--- config.mk ---
export PLATFORM = sky130hd
export DESIGN_NAME = writeback_buffer
export DESIGN_NICKNAME = d
export VERILOG_FILES = /design/src/rtl/writeback_buffer_pkg.sv /design/src/rtl/writeback_buffer_fwd_lookup.sv /design/src/rtl/writeback_buffer.sv
export SDC_FILE = /design/constraint.sdc
export NUM_CORES = 1
export LEC_CHECK = 0
export ABC_AREA = 1
export CAP_MARGIN = 30
export CORE_MARGIN = 3
export CORE_UTILIZATION = 35
export DETAILED_ROUTE_END_ITERATION = 10
export HOLD_SLACK_MARGIN = 0.08
export PLACE_DENSITY = 0.51
export SKIP_CTS_REPAIR_TIMING = 1
export SLEW_MARGIN = 20
export SYNTH_ARGS = -nofsm -noshare
export SYNTH_HDL_FRONTEND = slang
export SYNTH_SLANG_ARGS = --single-unit
--- constraint.sdc ---
create_clock -name clk -period 4 [get_ports clk]
set_input_delay 0.8 -clock clk [delete_from_list [all_inputs] [get_ports clk]]
set_output_delay 0.8 -clock clk [all_outputs]
set_load 0.05 [all_outputs]
--- src/rtl/writeback_buffer_pkg.sv ---
// -----------------------------------------------------------------------------
// writeback_buffer_pkg
//   Shared widths and types for the write-back buffer and the 4x16 register
//   file it feeds. The register file uses the same ADDR_W / DATA_W.
//
//   ADDR_W        register index width
//   DATA_W        register data width
//   DEPTH_DEFAULT default number of buffer entries (power of two, >= 2)
//   wb_entry_t    one pending register write {idx, data}
// -----------------------------------------------------------------------------
package writeback_buffer_pkg;

  localparam int ADDR_W        = 2;
  localparam int DATA_W        = 16;
  localparam int DEPTH_DEFAULT = 4;

  typedef struct packed {
    logic [ADDR_W-1:0] idx;
    logic [DATA_W-1:0] data;
  } wb_entry_t;

endpackage

--- src/rtl/writeback_buffer_fwd_lookup.sv ---
// -----------------------------------------------------------------------------
// writeback_buffer_fwd_lookup
//   Combinational forwarding scan for one read port. Walks the pending entries
//   from oldest (head) to youngest so the last match seen is the youngest one.
//
//   entries  entry storage array
//   valid    per-slot valid bits
//   head     index of the oldest pending entry
//   count    number of pending entries
//   index    register index being looked up
//   hit      some pending entry targets index
//   data     youngest matching entry's data, 0 when no hit
// -----------------------------------------------------------------------------
module writeback_buffer_fwd_lookup
  import writeback_buffer_pkg::*;
#(
  parameter  int DEPTH = DEPTH_DEFAULT,
  localparam int PTR_W = $clog2(DEPTH),
  localparam int CNT_W = PTR_W + 1
) (
  input  wb_entry_t [DEPTH-1:0] entries,
  input  logic [DEPTH-1:0]      valid,
  input  logic [PTR_W-1:0]      head,
  input  logic [CNT_W-1:0]      count,
  input  logic [ADDR_W-1:0]     index,
  output logic                  hit,
  output logic [DATA_W-1:0]     data
);

  logic [PTR_W-1:0] pos;

  always_comb begin
    hit  = 1'b0;
    data = '0;
    pos  = head;
    for (int k = 0; k < DEPTH; k++) begin
      // Offset from head wraps naturally in PTR_W bits (DEPTH is a power of two).
      pos = head + PTR_W'(k);
      if ((CNT_W'(k) < count) && valid[pos] && (entries[pos].idx == index)) begin
        hit  = 1'b1;
        data = entries[pos].data;
      end
    end
  end

endmodule

--- src/rtl/writeback_buffer.sv ---
// -----------------------------------------------------------------------------
// writeback_buffer
//   In-order FIFO of pending register writes; sole driver of the register
//   file write port. Retires at most one entry per cycle when drain_en is set
//   and offers two forwarding lookups mirroring the file's read ports.
//
//   clk, reset_n          clock, async active-low reset
//   in_valid/in_ready     request handshake; in_ready = not full
//   in_reg, in_data       destination index and value of the request
//   drain_en              permit retirement this cycle
//   write_reg/write_data  head entry (0 when empty) to the register file
//   reg_write             register file write enable
//   read1/read2           lookup indices
//   fwd_hit1/2,fwd_data1/2 forwarding results (youngest pending value)
//   empty, count          occupancy
// -----------------------------------------------------------------------------
module writeback_buffer
  import writeback_buffer_pkg::*;
#(
  parameter  int DEPTH = DEPTH_DEFAULT,
  localparam int PTR_W = $clog2(DEPTH),
  localparam int CNT_W = PTR_W + 1
) (
  input  logic              clk,
  input  logic              reset_n,
  input  logic              in_valid,
  output logic              in_ready,
  input  logic [ADDR_W-1:0] in_reg,
  input  logic [DATA_W-1:0] in_data,
  input  logic              drain_en,
  output logic [ADDR_W-1:0] write_reg,
  output logic [DATA_W-1:0] write_data,
  output logic              reg_write,
  input  logic [ADDR_W-1:0] read1,
  input  logic [ADDR_W-1:0] read2,
  output logic              fwd_hit1,
  output logic [DATA_W-1:0] fwd_data1,
  output logic              fwd_hit2,
  output logic [DATA_W-1:0] fwd_data2,
  output logic              empty,
  output logic [CNT_W-1:0]  count
);

  wb_entry_t [DEPTH-1:0] entries;
  logic [DEPTH-1:0]      valid;
  logic [PTR_W-1:0]      head;
  logic [PTR_W-1:0]      tail;
  logic                  push;
  logic                  retire;

  // in_ready depends only on registered count, never on in_valid/drain_en.
  assign in_ready  = (count != CNT_W'(DEPTH));
  assign empty     = (count == '0);
  assign push      = in_valid && in_ready;
  assign retire    = drain_en && !empty;
  assign reg_write = retire;

  always_comb begin
    write_reg  = '0;
    write_data = '0;
    if (!empty) begin
      write_reg  = entries[head].idx;
      write_data = entries[head].data;
    end
  end

  // head == tail only when empty or full, and then only one of push/retire can
  // fire, so the two valid-bit updates never target the same slot.
  always_ff @(posedge clk or negedge reset_n) begin
    if (!reset_n) begin
      entries <= '0;
      valid   <= '0;
      head    <= '0;
      tail    <= '0;
      count   <= '0;
    end else begin
      if (push) begin
        entries[tail] <= '{idx: in_reg, data: in_data};
        valid[tail]   <= 1'b1;
        tail          <= tail + 1'b1;
      end
      if (retire) begin
        valid[head] <= 1'b0;
        head        <= head + 1'b1;
      end
      case ({push, retire})
        2'b10:   count <= count + 1'b1;
        2'b01:   count <= count - 1'b1;
        default: count <= count;
      endcase
    end
  end

  writeback_buffer_fwd_lookup #(.DEPTH(DEPTH)) u_fwd1 (
    .entries (entries),
    .valid   (valid),
    .head    (head),
    .count   (count),
    .index   (read1),
    .hit     (fwd_hit1),
    .data    (fwd_data1)
  );

  writeback_buffer_fwd_lookup #(.DEPTH(DEPTH)) u_fwd2 (
    .entries (entries),
    .valid   (valid),
    .head    (head),
    .count   (count),
    .index   (read2),
    .hit     (fwd_hit2),
    .data    (fwd_data2)
  );

endmodule

==> impl_metrics.json <==
{
  "clock_sinks": 83,
  "arrival_ns": 2.97,
  "syn_inst": 1131,
  "grt_pass1_wl_um": 35000,
  "port-buffer-count": 83,
  "cts_buffers": 9,
  "clkTransAtPathRegs_ns": 0.06,
  "dr_total_vias": 7029,
  "endpoint_kind": "output pin",
  "fin_crit_sh_pct": 94.3,
  "diodes": 0,
  "ys_ff_latch": 83,
  "gp_congestion": 0.886,
  "critPathKind": "reg -> out",
  "fp.dieW_um": 147,
  "yosys-top-cells-count": "nand2_1 (367), o21ai_0 (159), inv_1 (122)",
  "critical_path.startpoint_type": "flip-flop",
  "crit_top_cell": "nand2_1",
  "grt_max_degree": 79,
  "fin_crit_ns": 3.77,
  "multi_input_area_sq_um": 4090,
  "core_area_sq_um": 19100,
  "synth_edf_count": 0,
  "critPathRequiredTime_ns": 3.20,
  "critPathBufInv": 3,
  "ys.flop_type": "dfrtp_1",
  "area_growth_syn_to_layout_pct": 19.4,
  "die_h_um": 147,
  "status": "finished clean",
  "netlist_area_sq_um": 6970,
  "yosysTopAreaCellShare_pct": 29.8,
  "skew_ns": 0.00753,
  "clockRootBuffer": "clkbuf_16",
  "grt_use_total_pct": 20.1,
  "finalSetupTns_ns": 0,
  "drv_slew": 0,
  "slew_headroom_pct": 50.2,
  "cts_max_path_buffers": 2,
  "drive_gt1_share_pct": 9.38,
  "setup_viol": 0,
  "antenna_found_initial": 0,
  "cp_top_family": "simple AND/OR/NAND/NOR gates",
  "vias_per_cell": 4.87,
  "place_hpwl_um": 16500,
  "rsz0062_at_grt": "false",
  "crit_chain": "inv_2, ha_1, inv_2, nand3_1, nand2_1, nand2_1, nand2_1, nand3_2, nand3_1, nand3_1, nand2_1, nand2_1, buf_4",
  "r2r_start": "count[0]",
  "syn_avg_cell_area_sq_um": 6.17,
  "seqCellArea_sq_um": 2080,
  "layout.nets": 1218,
  "first_pass_iters": 5,
  "first_global_vias": 6235,
  "clock.fmax_mhz": 265,
  "slowest_delay_ns": 0.48,
  "cts_tree": "yes",
  "hold_viol_final": 0,
  "worst_pin_slew_ns": 0.746,
  "hold_class": "in -> async",
  "synth_warnings": 0,
  "synth.most_common_cell": "nand2_1",
  "initial_core_util_pct": 36.4,
  "yosys.area.top_type": "dfrtp_1",
  "grt_overflow": 0,
  "reg2reg_to": "entries[27]",
  "slowest_stage": "dfrtp_2",
  "clk_latency_ns": 0.34,
  "synthesis.nets": 1170,
  "h-tree-depth": 3,
  "routed_wl_um": 21800,
  "maxCapViolCount": 0,
  "drtAntennaViolNets": 0,
  "synthTopCellsByArea": "dfrtp_1 (30%), nand2_1 (20%), o21ai_0 (11%), nand3_1 (8.0%), inv_1 (6.6%)",
  "ys_types": 32,
  "async_flop_share_pct": 100,
  "die_area_sq_um": 21700,
  "path_max_fanout": 20,
  "drtIter0Drc": 373,
  "seq_area_frac_synth_pct": 29.8,
  "r2r_cells": 8,
  "n_fill_cell": 2136,
  "wl_per_cell_um": 15.1,
  "ios": 84,
  "reg2reg_slack_ns": 1.63,
  "drc_errors": 0,
  "placementRows": 50
}
==> stage by stage <==
| step | util, % | worst slack (ns) | area, sq um | hold slack [ns] | std cells |
|---|---|---|---|---|---|
| finish | 43.5 | 0.228 | 8330 | 0.305 | 1444 |
| global route | 43.5 | 0.00248 | 8330 | 0.302 | 1444 |
| CTS | 43.3 | 0.116 | 8280 | 0.501 | 1443 |
| detailed placement | 41.7 | 0.399 | 7980 | 0.485 | 1427 |
| global placement | 41.7 | 0.407 | 7980 | 0.476 | 1427 |
| floorplan | - | 0.251 | 6970 | 0.459 | 1131 |
==> state kept, by name, summed over array words and instances, names as in the netlist <==
| name | flops |
|---|---|
| count | 3 |
| head | 2 |
| valid | 4 |
| entries | 72 |
| tail | 2 |
==> per-layer routing <==
layer	track usage, %	wire, um	up-vias
met5	0	0	-
met3	2.87	1340	9
met1	33.4	11900	3147
met4	3.63	163	0
met2	27.1	8480	188
li1	-	-	3685
==> worst max path at each step <==
stage,slack (ns),from,depth (start not counted),to
floorplan,0.25,head[1],16,fwd_data2[10]
global placement,0.41,read1[0],11,fwd_data1[5]
detailed placement,0.40,read1[0],11,fwd_data1[5]
CTS,0.12,head[1],13,fwd_data1[10]
global route,0.002,head[1],13,fwd_data2[14]
finish,0.23,head[1],13,fwd_data2[10]
==> placed cells by master (no fill, tap or decap), drive strengths merged <==
master,count
nand2,370
o21ai,174
inv,126
nand3,113
dfrtp,83
nor2,74
buf,60
or2,46
clkdlybuf4s50,44
nand4,26
o21a,16
ha,13
clkbuf,13
xor2,8
mux2i,6
clkinvlp,3
clkinv,3
xnor2,2
a21oi,1
o211ai,1
nor2b,1
and2b,1
==> final cells by class <==
class | count | area share [%]
multi-input cells | 852 | 49.1
flip-flops and latches | 83 | 25.0
repair buffers | 104 | 12.5
inverters | 129 | 5.89
well taps | 260 | 3.91
clock buffers | 13 | 3.37
clock inverters | 3 | 0.240
==> kinds of logic (layout without fill, tap and decap cells) <==
logic type,Yosys count,in the layout,synth area share (%)
fa+ha+maj,13,13,2.33
mux,6,6,0.861
simple gates,631,631,39.2
compound gates,192,192,14.6
flops,83,83,29.8
buf+inv,196,249,11.6
xor+xnor,10,10,1.53
==> worst register-to-register path: cells and delay by family, from the launching register on <==
kind,cells,cell delay (ns)
simple gates,3,0.83
buf+inv,3,0.70
flops,1,0.44
fa+ha+maj,1,0.18
compound gates,1,0.11
Power is not shown: default switching activity piles up to over one toggle a cycle in this logic, so the estimate is an artifact.
